File: config.mk
export PLATFORM = sky130hd
export DESIGN_NAME = hwpe_ctrl_mult_sched
export DESIGN_NICKNAME = d
export VERILOG_FILES = /design/src/rtl/hwpe_ctrl_mult_sched.sv
export SDC_FILE = /design/constraint.sdc
export NUM_CORES = 1
export LEC_CHECK = 0
export ABC_AREA = 1
export BUFFER_PORTS_ARGS = -buffer_cell sky130_fd_sc_hd__buf_2
export CORE_MARGIN = 2
export CORE_UTILIZATION = 35
export CTS_CLUSTER_DIAMETER = 40
export DETAILED_ROUTE_END_ITERATION = 6
export GPL_ROUTABILITY_DRIVEN = 0
export HOLD_SLACK_MARGIN = 0.1
export PLACE_DENSITY_LB_ADDON = 0.15
export SLEW_MARGIN = 10
export SYNTH_ARGS = -nofsm -noshare
export SYNTH_HDL_FRONTEND = slang
export SYNTH_SLANG_ARGS = --single-unit
File: constraint.sdc
create_clock -name clk_i -period 3.01 [get_ports clk_i]
set_clock_uncertainty 0.05 [all_clocks]
set_input_delay 0.1505 -clock clk_i [delete_from_list [all_inputs] [get_ports clk_i]]
set_output_delay 0.1505 -clock clk_i [all_outputs]
set_load 0.005 [all_outputs]
File: src/rtl/hwpe_ctrl_mult_sched.sv
// Sum-of-products scheduler: takes a batch of up to NB_TERMS operand pairs, issues them one at a
// time to a sequential multiplier and accumulates the signed products into one result.
module hwpe_ctrl_mult_sched #(
    parameter int AW       = 8,
    parameter int BW       = 8,
    parameter int NB_TERMS = 4
) (
    input  logic                                    clk_i,
    input  logic                                    rst_ni,
    input  logic                                    clear_i,
    input  logic                                    req_valid_i,
    output logic                                    req_ready_o,
    input  logic [NB_TERMS*AW-1:0]                  req_a_i,
    input  logic [NB_TERMS*BW-1:0]                  req_b_i,
    input  logic [NB_TERMS-1:0]                     req_invert_i,
    input  logic [$clog2(NB_TERMS+1)-1:0]           req_nterms_i,
    output logic                                    res_valid_o,
    input  logic                                    res_ready_i,
    output logic [AW+BW+$clog2(NB_TERMS)-1:0]       res_sum_o,
    output logic                                    mult_clear_o,
    output logic                                    mult_start_o,
    output logic [AW-1:0]                           mult_a_o,
    output logic [BW-1:0]                           mult_b_o,
    output logic                                    mult_invert_o,
    input  logic                                    mult_ready_i,
    input  logic                                    mult_valid_i,
    input  logic [AW+BW-1:0]                        mult_prod_i,
    output logic [1:0]                              dbg_state_o
);

    localparam int OW  = AW + BW + $clog2(NB_TERMS);
    localparam int NTW = $clog2(NB_TERMS + 1);
    localparam int IW  = (NB_TERMS > 1) ? $clog2(NB_TERMS) : 1;
    localparam int CW  = NTW + 1;

    localparam logic [1:0] IDLE  = 2'd0;
    localparam logic [1:0] ISSUE = 2'd1;
    localparam logic [1:0] WAIT  = 2'd2;
    localparam logic [1:0] DONE  = 2'd3;

    // Handshakes: a transfer happens on a rising clk edge where valid and ready are both high.
    // The sender holds valid and payload stable until that edge; ready never depends on valid.

    logic [1:0]             state;
    logic [NB_TERMS*AW-1:0] a_q;
    logic [NB_TERMS*BW-1:0] b_q;
    logic [NB_TERMS-1:0]    inv_q;
    logic [NTW-1:0]         nterms_q;
    logic [IW-1:0]          idx;
    logic [OW-1:0]          acc;
    logic [AW-1:0]          op_a;
    logic [BW-1:0]          op_b;
    logic                   op_inv;
    logic                   wait_first;

    logic [NTW-1:0]         nterms_clamped;
    logic [IW-1:0]          idx_next;
    logic                   last_term;
    logic [OW-1:0]          prod_ext;

    assign nterms_clamped = (req_nterms_i > NTW'(NB_TERMS)) ? NTW'(NB_TERMS) : req_nterms_i;
    assign idx_next       = idx + IW'(1);
    assign last_term      = ((CW'(idx) + CW'(1)) == CW'(nterms_q));
    // The product is signed with negation already applied; widen by sign extension.
    assign prod_ext       = OW'($signed(mult_prod_i));

    always_ff @(posedge clk_i or negedge rst_ni) begin
        if (!rst_ni) begin
            state      <= IDLE;
            a_q        <= '0;
            b_q        <= '0;
            inv_q      <= '0;
            nterms_q   <= '0;
            idx        <= '0;
            acc        <= '0;
            op_a       <= '0;
            op_b       <= '0;
            op_inv     <= 1'b0;
            wait_first <= 1'b0;
        end else if (clear_i) begin
            state      <= IDLE;
            a_q        <= '0;
            b_q        <= '0;
            inv_q      <= '0;
            nterms_q   <= '0;
            idx        <= '0;
            acc        <= '0;
            op_a       <= '0;
            op_b       <= '0;
            op_inv     <= 1'b0;
            wait_first <= 1'b0;
        end else begin
            case (state)
                IDLE: begin
                    if (req_valid_i) begin
                        a_q      <= req_a_i;
                        b_q      <= req_b_i;
                        inv_q    <= req_invert_i;
                        nterms_q <= nterms_clamped;
                        idx      <= '0;
                        acc      <= '0;
                        // Term 0 operands come straight from the request so they are ready in ISSUE.
                        op_a     <= req_a_i[AW-1:0];
                        op_b     <= req_b_i[BW-1:0];
                        op_inv   <= req_invert_i[0];
                        state    <= (nterms_clamped == '0) ? DONE : ISSUE;
                    end
                end
                ISSUE: begin
                    if (mult_ready_i) begin
                        wait_first <= 1'b1;
                        state      <= WAIT;
                    end
                end
                WAIT: begin
                    // The first WAIT cycle may still show the previous operation's valid.
                    if (wait_first) begin
                        wait_first <= 1'b0;
                    end else if (mult_valid_i) begin
                        acc <= acc + prod_ext;
                        if (last_term) begin
                            state <= DONE;
                        end else begin
                            idx    <= idx_next;
                            op_a   <= a_q[idx_next*AW +: AW];
                            op_b   <= b_q[idx_next*BW +: BW];
                            op_inv <= inv_q[idx_next];
                            state  <= ISSUE;
                        end
                    end
                end
                DONE: begin
                    if (res_ready_i) begin
                        state <= IDLE;
                    end
                end
                default: begin
                    state <= IDLE;
                end
            endcase
        end
    end

    assign req_ready_o   = (state == IDLE);
    assign res_valid_o   = (state == DONE);
    assign res_sum_o     = acc;
    assign mult_clear_o  = clear_i;
    assign mult_start_o  = (state == ISSUE) && mult_ready_i && !clear_i;
    assign mult_a_o      = op_a;
    assign mult_b_o      = op_b;
    assign mult_invert_o = op_inv;
    assign dbg_state_o   = state;

endmodule

### Word-level counts from Yosys, hierarchy flattened

Cells that the tools add are included.

* bits in registers: 111
* word-level logic and storage cells: 98

* add/sub/neg operators: 3
* $lt $le $gt $ge: 2
* equal/unequal tests: 10
* shift-type cells: 2
* multiplexer cells: 56
* reduce and logical (&&, ||, !) cells: 14

Operators with widths (number)
* 32-bit 2-to-1 mux: 6
* 8-bit 2-to-1 mux: 10
* 18-bit 2-to-1 mux: 4
* 32-bit by 6-bit variable part select with 8-bit output: 2
* 18-bit one-hot mux with 2 select lines: 1
* 8-bit one-hot mux with 2 select lines: 2
* 2-bit 2-to-1 mux: 13
* 18-bit adder: 1
* 3-bit != test, second input constant: 5
* 3-bit 2-to-1 mux: 4
* 4-bit 2-to-1 mux: 3
* 5-bit AND reduction: 2
* 1-bit 2-to-1 mux: 8
* 2-bit one-hot mux with 4 select lines: 1
* 3-bit nonzero test: 2
* 2-bit equality test, second input constant: 2
* 1-bit one-hot mux with 2 select lines: 2
* 2-bit one-hot mux with 2 select lines: 1
* 2-bit AND reduction: 2
* 4-bit AND reduction: 1
* 2-bit nonzero test: 2
* 2-bit by 1-bit adder with 3-bit output, second input constant: 1
* 3-bit equality test: 1
* 3-bit > comparator, second input constant: 1
* 9 further kinds: 10

### Depth between registers and ports, before layout

Gate-level depths: netlist of the first run.

* depth after elaboration: 8
* depth in mapped cells: 12
* mapped depth without buffers: 12

### Least setup slack after synthesis of the first run

OpenSTA, ideal clock, no wires.

* path type: register to register
* start point: reg acc[0] (netlist: res_sum_o[0])
* end point: reg acc[12] (netlist: res_sum_o[12])
* setup time: 0.117 ns
* data arrival time: 1.731 ns
* required time: 2.843 ns
* slack: 1.112 ns
* stages on the path, launching flop included: 12
* buffers on the path: 0
* cells stage by stage: dfrtp_1 > ha_1 > inv_1 > fa_1 > o21ai_0 > nand2_1 > nand2_1 > nand2_1 > nand2_1 > nand2_1 > nand3_1 > nand2_1

* word-level cells in the longest chain between the ends: 5

RTL lines
* start: declaration: RTL line 50 `logic [OW-1:0] acc;`
* start signal: assignment: RTL line 120 `acc <= acc + prod_ext;`
* 18-bit adder: RTL line 120
* 18-bit 2-to-1 mux: RTL line 119 `end else if (mult_valid_i) begin`
* 18-bit 2-to-1 mux: RTL line 117 `if (wait_first) begin`
* 18-bit one-hot mux with 2 select lines: RTL line 93 `case (state)`
* 18-bit 2-to-1 mux: RTL line 80 `end else if (clear_i) begin`

No other way between the ends. The select of a mux whose other input is x is not followed.
A chain may end at the register's enable or synchronous reset.

### Worst setup path after layout of the first run

* start point: reg acc[0] (netlist: res_sum_o[0])
* end point: reg acc[16] (netlist: res_sum_o[16])

Same word-level chain as after synthesis.

==> results by group, run 1 <==
Run status
  • Status: finished, final reports clean

Synth
  • Mapped Area: about 6000 µm²
  • Avg Cell Area, Syn: around 7.5 µm²
  • Library cells used by synthesis: 34
  • Post-synth net total: 920
  • Synth Register Bits: between 100 and 150
  • Share of the synthesized area in the top cell type: 0.457
  • Sequential element share of the synthesized area: 0.457
  • Synth warn: 0
  • Largest area contributor in the netlist: dfrtp_1
  • Top area cells in the synthesized netlist: dfrtp_1 46%, nand2_1 17%, o21ai_0 7.4%
  • Mapped Cells: 807

Clock network
  • Clk root buf: clkbuf_16
  • Setup bufs post-CTS: 0
  • CTS Buffer Depth: 2
  • CTS H-tree lvls: 3
  • Clock-pin slew on the worst setup and hold paths: approximately 0.070 ns
  • CTS tree: yes
  • Clk_lat worst skew: 0.36 ns
  • CTS Sinks: 111
  • CTS buffer count: 9

Global routing
  • Initial antenna violation count: 0
  • First-pass GRT wire length: 29.5 mm
  • GR met2 Demand/Resource: 0.335
  • Pin count of the biggest net entering global routing: 67
  • Vias in the first global route: 5834
  • Tot GR Track Use: 0.204
  • Met3 Track Usage GR: 0.0384
  • Layer with the highest usage: met2
  • Met1 Usage GRT: 0.280
  • Global route overflow: 0

Floorplan
  • DIE AREA: 18500 µm²
  • # rows: 48
  • Initial core utilization: 0.355
  • Height of the chip: 136 µm
  • Core Box Area: approximately 17000 µm²
  • Die width: 136 µm
  • Io pins: 135

Power
  • Worst IR drop on VDD: 0.000372 V
  • Static leakage: 4.18 nW
  • PD cells: 653 nW/µm²
  • Total power: 5.18 mW

Final layout
  • Fill count: approximately 1800
  • Final Util: 0.464
  • N_diodes: 0
  • Area Growth Syn to Fin: 30.5%
  • Commonest non-fill, non-tap cell in the layout: nand2_1
  • Multi-input logic area: approximately 2900 µm²
  • Register area: 2780 µm²
  • Most frequent cells in the layout: 271 x nand2_1, 133 x buf_2, 110 x dfrtp_1
  • Nets: 1108
  • Share of layout cells above drive strength 1: 0.176

Setup path
  • Crit path required time: 3.21 ns
  • Worst setup path start: res_sum_o[0]
  • Most used cell, CP: nand2_1
  • Setup Crit Path Kind: register to register
  • CP Buf/Inv Count: 1
  • CP delay by family, top: adder cells
  • CP startpoint kind: register
  • Critical path arrival: 2.38 ns
  • CP max-delay cell: fa_1
  • Crit path largest cell delay: 0.41 ns
  • CP max FO: 4
  • Crit-path cells: ha_1 -> inv_1 -> fa_1 -> o21ai_0 -> nand2_1 -> nand2_1 -> nand2_1 -> nand2_1 -> nand2_1 -> nand3_1 -> nand2_1
  • RR Startpoint: res_sum_o[0]
  • Worst Setup End Kind: register

Route
  • Via Count: 5895
  • Detailed Route WL: 18.2 mm
  • DR WL/cell: 14.9 µm
  • Drt drc: 0
  • DR vias/cell: 4.82
  • Routed Antenna Nets: 0
  • DRT iter0 DRCs: 365
  • TritonRoute pass-1 iters: 4

Timing
  • Final slew viol count: 0
  • Post-layout min period: 2.17 ns
  • Actual slew at the worst max-slew pin: ~0.9 ns
  • Final worst setup slack: 0.836 ns
  • Setup TNS: 0 ns
  • Worst relative slew slack: 0.397
  • Crit share post-route: 0.722
  • Achievable Freq: 0.460 GHz
  • Setup violators final: 0
  • RSZ-0062 raised after global routing: no
  • Final hold vios: 0

Worst hold path
  • Tightest Hold Check Type: input port to register
  • Hold Crit Start: clear_i

Run
  • Max-cap viol count: 0

Placed design
  • Buffers on Ports: 134
  • Placement Setup Slack: around 0.86 ns
  • Final HPWL DP: 12.4 mm
-- cell usage after synthesis --
cell type / count
a21oi_1: 50
a22o_1: 1
a22oi_1: 6
a31o_2: 1
and2_1: 1
buf_1: 3
buf_2: 18
buf_4: 4
buf_6: 3
clkbuf_1: 11
clkinv_1: 1
dfrtp_1: 111
fa_1: 1
ha_1: 18
inv_1: 57
inv_2: 3
inv_4: 1
nand2_1: 272
nand2_2: 1
nand2_4: 3
nand3_1: 67
nand3b_1: 7
nand4_2: 1
nor2_1: 54
nor2_4: 2
nor3_1: 2
nor4_1: 1
o21ai_0: 90
o21ai_2: 1
o22ai_1: 1
o31ai_1: 6
o31ai_2: 2
xnor2_1: 4
xor2_1: 3
-- stage by stage --
stage | std cells | cell area (µm²) | hold slack, ns
after floorplan | 807 | 6080 | -0.195
after global placement | 1135 | 6920 | 0.295
after detailed placement | 1135 | 6920 | 0.293
after CTS | 1224 | 7940 | 0.103
after global routing | 1224 | 7940 | 0.122
final | 1224 | 7940 | 0.116
-- state kept, by name, indices dropped and copies added, names as in the netlist --
register / cells
dbg_state_o: 2
inv_q: 4
b_q: 32
mult_a_o: 8
res_sum_o: 18
nterms_q: 3
mult_b_o: 8
a_q: 32
idx: 2
wait_first: 1
mult_invert_o: 1
-- cells by family (layout without fill, tap and decap cells) --
| family | Yosys count | after routing | synth area share |
|---|---|---|---|
| compound gates | 158 | 158 | 0.139 |
| buf+inv | 101 | 293 | 0.0726 |
| xor+xnor | 7 | 7 | 0.0101 |
| simple gates | 411 | 411 | 0.281 |
| fa+ha+maj | 19 | 19 | 0.0403 |
| flops | 111 | 111 | 0.457 |
-- layer usage --
layer | wire length, µm | share of wire
met3 | 817 | 0.045
met4 | 213 | 0.012
met2 | 8550 | 0.47
met5 | 0 | 0
met1 | 8600 | 0.47
-- where the power goes --
group	switching, mW	internal (mW)	leakage [nW]
registers	0.199	1.81	1.50
logic	1.29	0.703	2.54
clock network	0.591	0.592	0.137
-- final timing paths --
kind | cells after the start | slack, ns | end
hold / removal | 2 | 0.12 | dbg_state_o[0]
min in group asynchronous | 2 | 0.41 | res_sum_o[1]
setup reg to reg | 11 | 0.84 | res_sum_o[16]
hold reg to reg | 2 | 0.44 | mult_b_o[4]
setup / recovery | 11 | 0.84 | res_sum_o[16]
max in group asynchronous | 3 | 1.77 | nterms_q[0]
-- cell type report --
class                   count  share of cell area
flip-flops and latches    111               0.350
clock buffers              10              0.0301
well taps                 225              0.0355
inverters                  62              0.0296
multi-input cells         595               0.362
clock inverters             5             0.00520
repair buffers            216               0.187
-- worst reg2reg max path: cells and delay by family, from the launching register on --
family                     cells  cell delay (ns)
adders and majority gates      2             0.63
and+or+nand+nor                7             0.55
AOI/OAI and AO/OA              1             0.40
DFF                            1             0.38
buffers and inverters          1             0.07
-- repair_timing --
action | in CTS | in global routing
gates resized for setup | 0 | 0
hold buffers | 74 | 0
endpoints found under the hold margin | 136 | 0
Note: power is estimated with default switching activity, not from simulation.
==> inputs of run 2 (changes only) <==
==> constraint.sdc (replaced) <==
create_clock -name clk_i -period 1.88 [get_ports clk_i]
set_clock_uncertainty 0.05 [all_clocks]
set_input_delay 0.094 -clock clk_i [delete_from_list [all_inputs] [get_ports clk_i]]
set_output_delay 0.094 -clock clk_i [all_outputs]
set_load 0.005 [all_outputs]
==> run 2 against run 1 <==
Effect of this change:
- wire length decreased by 0.28%
- non-clock buffer count increased by 33
- cell count increased by 2.7%
- global-route usage decreased by 0.10 points
- clock power increased by 58%
- fmax increased by 19%
- combinational power increased by 81%
- hold slack got worse by 0.015 ns
- utilization increased by 2.8 points
- register-to-register slack got worse by 0.79 ns
- critical path type unchanged
- largest power group is now combinational cells
==> results by group, run 2 (synthesis results as in run 1) <==
Run status
  • Status: finished, final reports clean (unchanged)

Timing
  • Final worst setup slack: 0.0474 ns (was 0.836 ns)
  • RSZ-0062 raised after global routing: yes (was no)
  • Final hold vios: 0 (unchanged)
  • Post-layout min period: 1.83 ns (was 2.17 ns)
  • Actual slew at the worst max-slew pin: 0.508 ns (was 0.904 ns)
  • Final slew viol count: 0 (unchanged)
  • Achievable Freq: 0.546 GHz (was 0.460 GHz)
  • Worst relative slew slack: 0.661 (was 0.397)
  • Crit share post-route: 0.975 (was 0.722)
  • Setup violators final: 0 (unchanged)

Power
  • Clock share of power: 0.214 (was 0.228)
  • PD cells: 1040 nW/µm² (was 653 nW/µm²)
  • Sw Share: 0.394 (was 0.401)
  • Internal power: 5.28 mW (was 3.10 mW)
  • Sequential power share: 0.372 (was 0.387)
  • Worst IR drop on VDD: 0.000553 V (was 0.000372 V)
  • Total power: 8.72 mW (was 5.18 mW)
  • Static leakage: 4.36 nW (was 4.18 nW)
  • Net Sw Power: 3.44 mW (was 2.08 mW)
  • Logic pwr share: 0.414 (was 0.385)

Route
  • Drt drc: 0 (unchanged)
  • TritonRoute pass-1 iters: 4 (unchanged)
  • DR vias/cell: 4.80 (was 4.82)
  • Via Count: 6032 (was 5895)
  • DRT iter0 DRCs: 355 (was 365)
  • Detailed Route WL: 18.1 mm (was 18.2 mm)
  • Routed Antenna Nets: 0 (unchanged)
  • DR WL/cell: 14.4 µm (was 14.9 µm)

Run
  • Max-cap viol count: 0 (unchanged)

Setup path
  • Setup Crit Path Kind: register to register (unchanged)
  • CP max FO: 4 (unchanged)
  • Worst Setup End Kind: register (unchanged)
  • Critical path arrival: 2.03 ns (was 2.38 ns)
  • Crit path required time: 2.08 ns (was 3.21 ns)
  • Crit path largest cell delay: 0.38 ns (was 0.41 ns)
  • CP startpoint kind: register (unchanged)
  • Crit-path cells: ha_2 -> inv_2 -> fa_2 -> o21ai_2 -> nand2_1 -> nand2_2 -> nand2_1 -> nand2_1 -> nand2_1 -> nand3_1 -> nand2_1 (was ha_1 -> inv_1 -> fa_1 -> o21ai_0 -> nand2_1 -> nand2_1 -> nand2_1 -> nand2_1 -> nand2_1 -> nand3_1 -> nand2_1)
  • Most used cell, CP: nand2_1 (unchanged)
  • CP max-delay cell: dfrtp_1 (was fa_1)

Clock network
  • Clock-pin slew on the worst setup and hold paths: 0.08 ns (was 0.07 ns)
  • CTS Buffer Depth: 2 (unchanged)
  • CTS tree: yes (unchanged)
  • Clk_lat worst skew: 0.36 ns (about the same)
  • CTS Sinks: 111 (unchanged)
  • CTS buffer count: 9 (unchanged)
  • CTS H-tree lvls: 3 (unchanged)
  • Clk root buf: clkbuf_16 (unchanged)

Global routing
  • Pin count of the biggest net entering global routing: 66 (was 67)
  • Tot GR Track Use: 0.203 (was 0.204)
  • First-pass GRT wire length: 29.5 mm (about the same)
  • Vias in the first global route: 5837 (was 5834)
  • Global route overflow: 0 (unchanged)
  • Initial antenna violation count: 0 (unchanged)

Placed design
  • Final HPWL DP: 12.5 mm (was 12.4 mm)
  • Placement Setup Slack: -0.0591 ns (was 0.859 ns)
  • Buffers on Ports: 134 (unchanged)
  • Total placed cells including tap cells: 1160 (was 1135)

Floorplan
  • Initial core utilization: 0.355 (unchanged)
  • Core Box Area: 17100 µm² (unchanged)
  • Die width: 136 µm (unchanged)
  • # rows: 48 (unchanged)
  • DIE AREA: 18500 µm² (unchanged)
  • Height of the chip: 136 µm (unchanged)
  • Io pins: 135 (unchanged)

Final layout
  • Nets: 1141 (was 1108)
  • Share of layout cells above drive strength 1: 0.223 (was 0.176)
  • Commonest non-fill, non-tap cell in the layout: nand2_1 (unchanged)
  • Post-route insts no fill: 1257 (was 1224)
  • Most frequent cells in the layout: 265 x nand2_1, 133 x buf_2, 110 x dfrtp_1 (was 271 x nand2_1, 133 x buf_2, 110 x dfrtp_1)
  • N_diodes: 0 (unchanged)
  • Area Growth Syn to Fin: 38.2% (was 30.5%)

Worst hold path
  • Tightest Hold Check Type: input port to register (unchanged)
## run 2: cell types whose count changed in the layout (fill, tap and decap cells not counted), moves of 2 or more
cell and change:
buf_4 +23, ha_1 -8, buf_12 +6, ha_4 +6, nand2_1 -6, nand2_2 +6
a21oi_1 -5, a21oi_2 +4, dlygate4sd3_1 +4, ha_2 +2, o21ai_0 -2
## run 2: final timing paths
check,startpoint,end,slack (ns),cells past startpoint
hold / removal,mult_prod_i[15],res_sum_o[17],0.10,5
min in group asynchronous,rst_ni,dbg_state_o[1],0.21,2
max in group asynchronous,rst_ni,res_sum_o[13],0.89,3
setup reg to reg,res_sum_o[0],res_sum_o[16],0.05,11
setup / recovery,res_sum_o[0],res_sum_o[16],0.05,11
hold reg to reg,mult_b_o[2],mult_b_o[2],0.43,2
## run 2: final cells by class
cell class / count / area [µm²]
fill: 1698 / 8710
tap: 225 / 282
inverter: 62 / 235
clock buffer: 9 / 225
sequential: 111 / 2780
clock inverter: 6 / 55.1
timing repair buffer: 249 / 1820
multi-input combinational: 595 / 3010
## run 2: power by group through the flow
stage	registers [mW]	clock network, mW	logic, mW
6_report	3.24	1.87	3.61
5_1_grt	3.31	2.00	4.06
4_1_cts	3.23	1.93	3.51
3_5_place_dp	3.28	0	3.37
3_3_place_gp	3.26	0	3.37
2_1_floorplan	3.22	0	2.02
## run 2: stage by stage
step            util  instance area, µm²  hold WS (ns)  TNS [ns]
2_1_floorplan      -                6080        -0.252         0
6_report       0.491                8410         0.102         0
5_1_grt        0.491                8410         0.121    -0.319
4_1_cts        0.482                8250         0.103         0
3_3_place_gp   0.419                7180        0.0498         0
3_5_place_dp   0.419                7180        0.0516    -0.125
## run 2: critical path: cells and delay by family (launching register included)
kind                       cells  cell delay (ns)
adders and majority gates      2             0.57
and+or+nand+nor                7             0.49
buffers and inverters          1             0.04
AOI/OAI and AO/OA              1             0.20
DFF                            1             0.38
## run 2: timing repair
action / in CTS / in global routing
cloned: 0 / 0
endpoints found under the hold margin: 157 / 0
endpoints found under the setup margin: 6 / 26
hold buffers: 78 / 0
buffers inserted: 0 / 4
pin swaps: 1 / 10
gates resized for setup: 2 / 26
## run 2: layer usage
metal	global-route usage	up-vias	part of all wire
met4	0.0498	0	0.013
li1	-	3068	-
met1	0.276	2795	0.48
met2	0.334	151	0.47
met5	0	-	0
met3	0.0377	18	0.041
